$ cat src/rtl/instr_stream_decoder.sv
// Halfword FIFO feeding a 16/32-bit instruction decoder whose FSM only advances on a divided-rate tick.
// Latency: out_valid rises the cycle after the popping tick; in_ready is registered !full and results hold until out_ready.

module isd_fifo #(
  parameter int WIDTH = 16,
  parameter int DEPTH = 4
) (
  input  logic             clk,
  input  logic             rst,
  input  logic             flush,
  input  logic             push,
  input  logic [WIDTH-1:0] wdata,
  input  logic             pop,
  output logic [WIDTH-1:0] rdata,
  output logic             empty,
  output logic             ready
);
  localparam int PTR_W = (DEPTH > 1) ? $clog2(DEPTH) : 1;
  localparam int CNT_W = PTR_W + 1;

  logic [WIDTH-1:0] mem [DEPTH];
  logic [PTR_W-1:0] wr_ptr;
  logic [PTR_W-1:0] rd_ptr;
  logic [CNT_W-1:0] count;
  logic [CNT_W-1:0] count_next;
  logic             do_push;
  logic             do_pop;

  // flush outranks both ends so a dropped halfword can never slip in the same cycle
  assign do_push = push && ready && !flush;
  assign do_pop  = pop && !empty && !flush;
  assign empty   = (count == '0);
  assign rdata   = mem[rd_ptr];

  always_comb begin
    count_next = count;
    if (do_push && !do_pop) begin
      count_next = count + 1'b1;
    end else if (do_pop && !do_push) begin
      count_next = count - 1'b1;
    end
  end

  always_ff @(posedge clk) begin
    if (do_push) begin
      mem[wr_ptr] <= wdata;
    end
  end

  always_ff @(posedge clk or posedge rst) begin
    if (rst) begin
      wr_ptr <= '0;
      rd_ptr <= '0;
      count  <= '0;
      ready  <= 1'b1;
    end else if (flush) begin
      wr_ptr <= '0;
      rd_ptr <= '0;
      count  <= '0;
      ready  <= 1'b1;
    end else begin
      if (do_push) begin
        wr_ptr <= wr_ptr + 1'b1;
      end
      if (do_pop) begin
        rd_ptr <= rd_ptr + 1'b1;
      end
      count <= count_next;
      ready <= (count_next != CNT_W'(DEPTH));
    end
  end
endmodule

module instr_stream_decoder #(
  parameter int DIV_COUNT  = 217,
  parameter int DIV_W      = 10,
  parameter int FIFO_DEPTH = 4
) (
  input  logic        CLOCK_50,
  input  logic        reset,
  input  logic        flush,
  input  logic        in_valid,
  output logic        in_ready,
  input  logic [15:0] in_data,
  output logic        out_valid,
  input  logic        out_ready,
  output logic        out_long,
  output logic [1:0]  out_class,
  output logic [7:0]  out_opcode,
  output logic [5:0]  out_rd,
  output logic [5:0]  out_ra,
  output logic [5:0]  out_rb,
  output logic        tick
);
  typedef enum logic {S_FIRST, S_SECOND} state_t;

  state_t           state;
  state_t           state_next;
  logic [DIV_W-1:0] div_cnt;
  logic [DIV_W-1:0] div_next;
  logic [15:0]      head;
  logic [14:0]      first_hw;
  logic             fifo_empty;
  logic             pop;
  logic             latch_first;
  logic             load_short;
  logic             load_long;
  logic             slot_free;

  always_comb begin
    div_next = (div_cnt == DIV_W'(DIV_COUNT)) ? '0 : div_cnt + 1'b1;
  end

  // tick is registered so it is high exactly while div_cnt sits at DIV_COUNT
  always_ff @(posedge CLOCK_50 or posedge reset) begin
    if (reset) begin
      div_cnt <= '0;
      tick    <= 1'b0;
    end else begin
      div_cnt <= div_next;
      tick    <= (div_next == DIV_W'(DIV_COUNT));
    end
  end

  isd_fifo #(
    .WIDTH (16),
    .DEPTH (FIFO_DEPTH)
  ) u_fifo (
    .clk   (CLOCK_50),
    .rst   (reset),
    .flush (flush),
    .push  (in_valid),
    .wdata (in_data),
    .pop   (pop),
    .rdata (head),
    .empty (fifo_empty),
    .ready (in_ready)
  );

  assign slot_free = !out_valid || out_ready;

  always_comb begin
    state_next  = state;
    pop         = 1'b0;
    latch_first = 1'b0;
    load_short  = 1'b0;
    load_long   = 1'b0;
    if (tick && !flush && !fifo_empty && slot_free) begin
      pop = 1'b1;
      case (state)
        S_FIRST: begin
          if (head[15]) begin
            latch_first = 1'b1;
            state_next  = S_SECOND;
          end else begin
            load_short = 1'b1;
          end
        end
        S_SECOND: begin
          load_long  = 1'b1;
          state_next = S_FIRST;
        end
        default: state_next = S_FIRST;
      endcase
    end
  end

  always_ff @(posedge CLOCK_50 or posedge reset) begin
    if (reset) begin
      state    <= S_FIRST;
      first_hw <= '0;
    end else if (flush) begin
      state <= S_FIRST;
    end else begin
      state <= state_next;
      if (latch_first) begin
        first_hw <= head[14:0];
      end
    end
  end

  // a new load in the handshake cycle wins over clearing out_valid
  always_ff @(posedge CLOCK_50 or posedge reset) begin
    if (reset) begin
      out_valid  <= 1'b0;
      out_long   <= 1'b0;
      out_class  <= '0;
      out_opcode <= '0;
      out_rd     <= '0;
      out_ra     <= '0;
      out_rb     <= '0;
    end else if (flush) begin
      out_valid <= 1'b0;
    end else if (load_short) begin
      out_valid  <= 1'b1;
      out_long   <= 1'b0;
      out_class  <= head[14:13];
      out_opcode <= {4'b0, head[12:9]};
      out_rd     <= {3'b0, head[8:6]};
      out_ra     <= {3'b0, head[5:3]};
      out_rb     <= {3'b0, head[2:0]};
    end else if (load_long) begin
      out_valid  <= 1'b1;
      out_long   <= 1'b1;
      out_class  <= first_hw[14:13];
      out_opcode <= {head[12:9], first_hw[12:9]};
      out_rd     <= {head[8:6], first_hw[8:6]};
      out_ra     <= {head[5:3], first_hw[5:3]};
      out_rb     <= {head[2:0], first_hw[2:0]};
    end else if (out_valid && out_ready) begin
      out_valid <= 1'b0;
    end
  end
endmodule

$ cat config.mk
export PLATFORM = sky130hd
export DESIGN_NAME = instr_stream_decoder
export DESIGN_NICKNAME = d
export VERILOG_FILES = /design/src/rtl/instr_stream_decoder.sv
export SDC_FILE = /design/constraint.sdc
export NUM_CORES = 1
export LEC_CHECK = 0
export CAP_MARGIN = 5
export CORE_ASPECT_RATIO = 0.9
export CORE_MARGIN = 8
export CORE_UTILIZATION = 50
export DETAILED_ROUTE_END_ITERATION = 8
export PLACE_DENSITY = 0.69
export RECOVER_POWER = 25
export SETUP_SLACK_MARGIN = 0.2
export SLEW_MARGIN = 0
export SYNTH_ARGS = -nofsm -noshare
export SYNTH_HDL_FRONTEND = slang
export SYNTH_HIERARCHICAL = 1
export SYNTH_SLANG_ARGS = --single-unit
$ cat constraint.sdc
create_clock -name CLOCK_50 -period 7.7 [get_ports CLOCK_50]
set_clock_uncertainty 0.15 [all_clocks]
set_input_delay 1.925 -clock CLOCK_50 [delete_from_list [all_inputs] [get_ports CLOCK_50]]
set_output_delay 1.925 -clock CLOCK_50 [all_outputs]
set_load 0.02 [all_outputs]
### After elaboration in Yosys (flattened, before gate mapping)

Memory sizes are Yosys's and may differ from the RTL's.
Index checks and enable logic that the tools add are counted.

| storage, ports and cells | value |
|---|---|
| register bits after elaboration | 65 |
| RAM bits | 64 |
| input bits | 21 |
| output and inout bits | 32 |
| memories | 1 |

| cells by class | value |
|---|---|
| add/sub/neg operators | 5 |
| eq/ne operators | 3 |
| muxes and demuxes | 39 |
| bitwise logic cells | 2 |
| reduce and logical (&&, ||, !) cells | 24 |

Memories:

| memory | words | width | rd ports | clocked after memory_dff | write ports | RTL line | text |
|---|---|---|---|---|---|---|---|
| u_fifo.mem | 4 | 16 | 1 | 0 | 1 | 21 | `logic [WIDTH-1:0] mem [DEPTH];` |

Operators by type and width:

| kind | number |
|---|---|
| $mux W6 | 6 |
| $eq A10 B8 Y1 const B | 2 |
| $mux W1 | 20 |
| $mux W8 | 2 |
| $mux W2 | 6 |
| $add A10 B1 Y10 const B | 1 |
| $logic_and A1 B1 Y1 | 10 |
| $mux W10 | 1 |
| $mux W3 | 3 |
| $reduce_bool A2 Y1 | 4 |
| $logic_not A1 Y1 | 5 |
| $add A2 B1 Y2 const B | 2 |
| $reduce_and A2 Y1 | 2 |
| $reduce_bool A4 Y1 | 1 |
| $add A3 B1 Y3 const B | 1 |
| $logic_not A3 Y1 | 1 |
| $ne A3 B3 Y1 const B | 1 |
| $sub A3 B1 Y3 const B | 1 |
| $not A1 Y1 | 2 |
| $pmux W1 S2 | 1 |
| $logic_or A1 B1 Y1 | 1 |

### Longest topological paths before layout

Gate-level depths: netlist of run 1.

| logic depth | value |
|---|---|
| word-level depth | 12 |
| mapped depth | 14 |
| mapped depth without buffers | 10 |

### Hierarchy

The synthesis of run 1 kept the hierarchy.

By module, submodules not included:

| module | times used | cells each | area an instance (µm²) | seq. area each (µm²) |
|---|---|---|---|---|
| isd_fifo | 1 | 146 | 2906.5 | 2123.3 |
| instr_stream_decoder | 1 | 215 | 2611.3 | 1426.4 |

### Least setup slack after synthesis of run 1

No wires, ideal clock.

| path | value |
|---|---|
| path kind | input to register |
| start point | input out_ready |
| end point | register u_fifo.count[1] |
| library setup time | 0.094 ns |
| arrival | 3.156 ns |
| data required time | 7.456 ns |
| setup slack | 4.300 ns |
| stages on the path | 8 |
| cells stage by stage | nor2b_4 or3_1 buf_6 clkinv_2 and2_4 buf_6 maj3_2 a221oi_2 |

| between the ends | value |
|---|---|
| longest elaborated chain between the ends | 9 |
| elaborated cells between the ends (all ways) | 11 |

Ends and longest elaborated chain:

| what | RTL line | text |
|---|---|---|
| from (decl) | 86 | `input logic out_ready,` |
| $logic_or A1 B1 Y1 (*) | 140 | `assign slot_free = !out_valid \|\| out_ready;` |
| $logic_and A1 B1 Y1 (*) | 148 | `if (tick && !flush && !fifo_empty && slot_free) begin` |
| $mux W1 (*) | 148 |  |
| via pop | 104 | `logic pop;` |
| $logic_and A1 B1 Y1 (*) (2 in series) | 31 | `assign do_pop = pop && !empty && !flush;` |
| $logic_and A1 B1 Y1 / $logic_not A1 Y1 (equally long branches) | 39, 37 |  |
| $mux W3 / $logic_and A1 B1 Y1 (equally long branches) | 39, 37 |  |
| $mux W3 (*) | 37 | `if (do_push && !do_pop) begin` |
| $mux W3 (*) | 56 | `end else if (flush) begin` |
| to (signal assigned) | 68 | `count <= count_next;` |
| to (decl) | 24 | `logic [CNT_W-1:0] count;` |

Mark *: on every way through the listed nets, which the timed path passes. The rest lies on a longest branch.
A chain may end at the register's enable or synchronous reset.

### Final worst setup path of run 1

| path | value |
|---|---|
| start point | input flush |
| end point | register out_valid |

| between the ends | value |
|---|---|
| longest elaborated chain between the ends | 8 |
| elaborated cells between the ends (all ways) | 10 |

Ends and longest elaborated chain:

| what | RTL line | text |
|---|---|---|
| from (decl) | 81 | `input logic flush,` |
| $logic_not A1 Y1 | 148 |  |
| $logic_and A1 B1 Y1 (3 in series) | 148 |  |
| $mux W1 | 148 |  |
| $mux W1 | 202 | `end else if (load_long) begin` |
| $mux W1 | 194 | `end else if (load_short) begin` |
| $mux W1 | 192 | `end else if (flush) begin` |
| to (signal assigned) | 193 | `out_valid <= 1'b0;` |
| to (signal assigned) | 195 | `out_valid <= 1'b1;` |
| to (signal assigned) | 203 | `out_valid <= 1'b1;` |
| to (decl) | 85 | `output logic out_valid,` |

Several ways; a longest one is shown, not always the timed one.

==> results of run 1 <==
## synth_stat cells, types with 2 or more instances
master and count:
nor3b_1 4, mux2_2 5, nand3_1 7, dfrtp_1 64
xnor2_1 9, edfxtp_1 64, and2_4 2, nand2b_1 4
or2_2 3, mux2_1 10, a21oi_1 8, a22oi_2 9
a31oi_1 2, o21ai_0 11, nand2_1 13, a22o_1 13
o22ai_1 2, ha_1 9, a22oi_1 11, clkbuf_1 8
or3_1 2, a211oi_1 3, nand4_1 3, o21ai_1 9
nor2_1 15, and2_1 5, mux4_2 16, inv_1 9
buf_2 5, xor2_1 4, and3_1 2, buf_6 6
## power breakdown
group          total (µW)  internal [µW]  switching [µW]
logic                75.3           29.6            45.7
registers             747            741            6.14
clock network         915            612             303
total                1740           1380             355
## final cells by class
type / instances / area, µm² / area share
Clock inverter: 15 / 253 / 0.0377
Timing Repair Buffer: 54 / 536 / 0.0798
Multi-Input combinational cell: 200 / 1740 / 0.260
Inverter: 10 / 38.8 / 0.00578
Tap cell: 133 / 166 / 0.0248
Clock buffer: 17 / 425 / 0.0634
Sequential cell: 129 / 3550 / 0.529
## state kept, by name, indices dropped and copies added (netlist names)
| register | flops |
|---|---|
| out_long | 1 |
| div_cnt | 10 |
| tick | 1 |
| u_fifo/rd_ptr | 2 |
| u_fifo/wr_ptr | 2 |
| out_class | 2 |
| out_ra | 6 |
| first_hw | 15 |
| u_fifo/count | 3 |
| u_fifo/mem | 64 |
| out_rd | 6 |
| out_valid | 1 |
| out_opcode | 8 |
| u_fifo/ready | 1 |
| state | 1 |
| out_rb | 6 |
## layer usage
| layer | global-route usage | up-vias | routed length (µm) |
|---|---|---|---|
| met5 | 0 | - | 0 |
| met4 | 0.0451 | 0 | 89 |
| met1 | 0.196 | 1525 | 4860 |
| met3 | 0.0580 | 6 | 550 |
| li1 | - | 1465 | - |
| met2 | 0.247 | 65 | 5100 |
## cells by family (layout without fill, tap and decap cells)
logic type / Yosys count / after routing / synth area share
compound gates: 74 / 74 / 0.101
fa+ha+maj: 10 / 10 / 0.0224
simple gates: 72 / 72 / 0.0794
xor+xnor: 13 / 13 / 0.0206
mux: 31 / 31 / 0.0959
flops: 129 / 129 / 0.643
buf+inv: 32 / 96 / 0.0370
## metrics by stage
| step | power (µW) | utilization | cells |
|---|---|---|---|
| 3_5_place_dp | 837 | 0.560 | 526 |
| 5_1_grt | 1790 | 0.621 | 558 |
| 3_3_place_gp | 834 | 0.560 | 526 |
| 2_1_floorplan | 807 | - | 361 |
| 6_report | 1740 | 0.621 | 558 |
| 4_1_cts | 1760 | 0.623 | 558 |
## critical path: stages
cell and delay [ns]:
clkdlybuf4s50_1 0.81, or3_1 0.90, clkinv_2 0.34, nand2_1 0.60
o21ai_0 0.19
## worst min path at each step
stage / slack, ns / depth (start not counted) / start / endpoint
global placement: 0.32 / 1 / first_hw[2]$_DFFE_PP0P_ / first_hw[2]$_DFFE_PP0P_
global route: 0.35 / 1 / first_hw[3]$_DFFE_PP0P_ / first_hw[3]$_DFFE_PP0P_
finish: 0.33 / 2 / out_rb[2]$_DFFE_PP0P_ / out_rb[2]$_DFFE_PP0P_
floorplan: 0.31 / 1 / first_hw[0]$_DFFE_PP0P_ / first_hw[0]$_DFFE_PP0P_
detailed placement: 0.32 / 2 / out_rb[2]$_DFFE_PP0P_ / out_rb[2]$_DFFE_PP0P_
CTS: 0.33 / 2 / out_rb[2]$_DFFE_PP0P_ / out_rb[2]$_DFFE_PP0P_
==> results_dict.tcl, run 1 <==
set metrics [dict create \
    status "finished clean" \
    start_kind "primary input" \
    start_util 0.510 \
    grt_overflow 0 \
    syn_area_per_cell_um2 15.3 \
    routed_wl_mm 10.6 \
    wire_per_inst_um 19.0 \
    viasPerCell 5.49 \
    cts_setup_buffers 0 \
    drive_gt1_frac 0.188 \
    finalWorstSetupSlack_ns 3.02 \
    cp-endpoint "out_valid$_DFFE_PP0P_" \
    slew_violations 0 \
    first_iter_violations 285 \
    nFillCells 819 \
    critPathLaunch "flush" \
    synth_top_area_share 0.348 \
    cts_made_buffers 17 \
    pre_cts_slack_ns 2.57 \
    areaGrowthSynthToFinish_pct 21.7 \
    fin_crit_sh 0.608 \
    nets 442 \
    root_buffer "clkbuf_16" \
    peakVddDrop_mv 0.261 \
    setup-violations-final 0 \
    holdBufCountCts 0 \
    yosys.area.top_type "edfxtp_1" \
    drv_cap 0 \
    synth_edf_count 64 \
    clk_latency_ns 0.40 \
    netlist_area_mm2 0.00552 \
    rows 36 \
    synth.net_count 391 \
    ys_ff_latch 129 \
    grt_pass1_vias 3196 \
    fin_crit_ns 4.68 \
    htreeDepth 4 \
    track_usage 0.155 \
    io_buffers 52 \
    reg2regPathDepth 9 \
    power_density_mw_per_mm2 259 \
    critPathMaxFanout 23 \
    async_reset_ff_frac 0.504 \
    cp.arrival_ns 4.77 \
    synthCells 361 \
    drc_errors 0 \
    cp_data_required_time_ns 7.79 \
    synth_cell_types 56 \
    vias 3061 \
    gp_congestion 0.793 \
    yosys-top-cells-area "edfxtp_1 35%, dfrtp_1 29%, mux4_2 6.5%, a22o_1 2.1%, a22oi_2 2.0%" \
    antenna_found_initial 0 \
    yosysWarnings 6 \
    final.setup.tns_ns 0 \
    dr.pass1.iters 4 \
    worst_pin_slew_ns 1.06 \
    dp.final_hpwl_mm 6.88 \
    grt_pass1_wl_mm 17.3 \
    cts_resized 0 \
    antenna_cells 0 \
    whs_ns 0.331 \
    cts_num_sinks 129 \
    mostFrequentLayoutCells "64 x dfrtp_1, 64 x edfxtp_1, 37 x clkdlybuf4s50_1" \
    grt_max_degree 58 \
    die_width_um 127 \
    die_h_um 116 \
    rrSetupSlack_ns 4.39 \
    timing.fmax_mhz 214 \
    slew_headroom 0.295 \
    clockBufferDepth 2 \
    dieArea_mm2 0.0147 \
    rr_startpoint "u_fifo/count[1]$_DFF_PP0_" \
    final_cell_area_mm2 0.00671 \
    worstSetupPathType "primary input to flop" \
    hold_viol_final 0 \
    synth_ff_type "edfxtp_1" \
    cts_tree "done" \
    hold_class "flop to flop" \
    place_area_mm2 0.00605 \
    seq_area_frac_synth 0.643 \
    drtAntennaViolNets 0 \
    path_clk_slew_ns 0.06 \
    power.leakage_uw 0.00261 \
    core_area_mm2 0.0108 \
    r2r-end "out_valid$_DFFE_PP0P_" \
    pin_count 53 \
    grt_setup_unrepaired "false" \
    crit_path_end_kind "flop" \
]
No activity file was read; power rests on OpenSTA's default activity.
==> inputs of run 2 (changes only) <==
Settings changed: PLACE_DENSITY 0.69 to 0.72.
Clock period 7.7 ns to 3.8 ns, I/O delays scaled along.
==> run 2 against run 1 <==
- sequential power grew 100%
- critical path depth is the same
- die area is the same
- global-route usage grew 0.41 points
- clock-buffer cell count grew 4
- final area shrank 0.30%
- total power grew 86%
- via count grew 4.8%
- critical path type unchanged
- register-to-register slack lost 3.3 ns
- routed wire length grew 1.4%
- setup slack lost 2.0 ns
==> results_dict.tcl, run 2 (synthesis gave the netlist of run 1 again) <==
set metrics [dict create \
    status "finished clean" \
    finalNonFillerCells 565 \
    cp_data_required_time_ns 3.77 \
    critPathLaunch "in_valid" \
    power_density_mw_per_mm2 482 \
    die_h_um 116 \
    nets 449 \
    io_buffers 52 \
    mostFrequentLayoutCells "64 x dfrtp_1, 64 x edfxtp_1, 35 x clkdlybuf4s50_1" \
    dieArea_mm2 0.0147 \
    grt_setup_unrepaired "false" \
    start_kind "primary input" \
    grt_max_degree 30 \
    critPathMaxFanout 10 \
    path_buf_inv 2 \
    htreeDepth 4 \
    cts_setup_buffers 0 \
    max_stage_delay_ns 0.54 \
    clk_latency_ns 0.42 \
    path_clk_slew_ns 0.05 \
    switching_share 0.207 \
    drv_cap 0 \
    holdBufCountCts 0 \
    rrSetupSlack_ns 1.13 \
    wire_per_inst_um 19.0 \
    cts_tree "done" \
    final.setup.tns_ns 0 \
    pre_cts_slack_ns 0.573 \
    hold_viol_final 0 \
    fin_crit_sh 0.732 \
    antenna_cells 0 \
    slew_violations 0 \
    gp_congestion 0.766 \
    rr_startpoint "u_fifo/count[0]$_DFF_PP0_" \
    grt_pass1_vias 3276 \
    pin_count 53 \
    timing.fmax_mhz 359 \
    pwr-share-clk 0.482 \
    root_buffer "clkbuf_16" \
    cts_num_sinks 129 \
    finalWorstSetupSlack_ns 1.02 \
    antenna_found_initial 0 \
    worstSetupPathType "primary input to flop" \
    setup-violations-final 0 \
    routed_wl_mm 10.7 \
    cp.arrival_ns 2.75 \
    p_int_uw 2560 \
    cts_made_buffers 17 \
    largestRegisters "u_fifo/mem x64, first_hw x15, div_cnt x10" \
    hold_class "flop to flop" \
    dp_cells 533 \
    hold_path_depth 2 \
    slew_headroom 0.524 \
    clockBufferDepth 2 \
    reg2regPathDepth 10 \
    r2r-end "out_ra[1]$_DFFE_PP0P_" \
    dr.pass1.iters 5 \
    drc_errors 0 \
    drtAntennaViolNets 0 \
    viasPerCell 5.68 \
    areaGrowthSynthToFinish_pct 21.3 \
    crit_family "simple AND/OR/NAND/NOR gates" \
    drive_gt1_frac 0.199 \
    min_from "out_rb[0]$_DFFE_PP0P_" \
    cts_resized 0 \
    die_width_um 127 \
    dp.final_hpwl_mm 7.29 \
    min_to "out_rb[0]$_DFFE_PP0P_" \
    combPwrFrac 0.049 \
    p_sw_uw 669 \
    track_usage 0.160 \
    core_area_mm2 0.0108 \
    start_util 0.510 \
    grt_overflow 0 \
    path_cells "clkdlybuf4s50_1, nand2_1, nor2_1, and2_1, buf_4" \
    first_iter_violations 399 \
    grt_pass1_wl_mm 17.6 \
    worst_pin_slew_ns 0.713 \
    largest_reg_flops 64 \
    top_register "u_fifo/mem" \
    vias 3209 \
    finalCoreUtilization 0.619 \
    power.leakage_uw 0.00260 \
    slowest_stage "clkdlybuf4s50_1" \
    rows 36 \
    fin_crit_ns 2.78 \
    crit_path_end_kind "flop" \
    share_seq_of_total_power 0.470 \
    peakVddDrop_mv 0.376 \
]
run 2: cell types whose count changed in the layout (fill, tap and decap cells not counted), moves of 2 or more:
cell and delta:
clkbuf_8 +2, buf_4 +6, clkinv_2 +4, clkdlybuf4s50_1 -2
inv_6 -5, dlygate4sd3_1 +2, clkbuf_1 +2, bufinv_16 -4
run 2: power groups by stage:
stage	sequential (µW)	combinational, µW	clock (µW)
after floorplan	1540	94.1	0
after CTS	1510	163	1590
final	1510	157	1550
after detailed placement	1540	161	0
after global placement	1540	157	0
after global routing	1520	176	1640
run 2: worst min-delay path, delay by kind of cell (launching register included):
kind / cells / cell delay (ns)
AOI/OAI and AO/OA: 1 / 0.06
DFF: 1 / 0.34
and+or+nand+nor: 1 / 0.04
run 2: area by class of cell:
| type | instances | area (µm²) |
|---|---|---|
| Clock buffer | 21 | 460 |
| Clock inverter | 11 | 113 |
| Fill cell | 813 | 4120 |
| Inverter | 10 | 38.8 |
| Multi-Input combinational cell | 200 | 1760 |
| Sequential cell | 129 | 3550 |
| Tap cell | 133 | 166 |
| Timing Repair Buffer | 61 | 601 |
run 2: routing by layer:
layer  track usage  wire length [µm]  share of wire
met2         0.248              5110           0.48
met5             0                 0              0
met4        0.0657               125          0.012
met3        0.0598               663          0.062
met1         0.199              4840           0.45
run 2: through the flow:
step / hold slack (ns) / instance area, µm² / total power (µW)
floorplan: 0.309 / 5520 / 1640
global placement: 0.319 / 6120 / 1700
detailed placement: 0.324 / 6120 / 1700
CTS: 0.336 / 6690 / 3270
global route: 0.358 / 6690 / 3340
finish: 0.326 / 6690 / 3220
run 2: worst max-delay path by stage:
stage                     slack [ns]  cells past startpoint                     endpoint
after floorplan                 1.30                      1         div_cnt[0]$_DFF_PP0_
after global placement          0.62                      5   u_fifo/mem[1][1]$_DFFE_PP_
after detailed placement        0.57                      5  u_fifo/mem[1][14]$_DFFE_PP_
after CTS                       0.98                      5   u_fifo/mem[1][4]$_DFFE_PP_
after global routing            0.85                      5   u_fifo/mem[1][8]$_DFFE_PP_
final                           1.02                      5   u_fifo/mem[0][9]$_DFFE_PP_
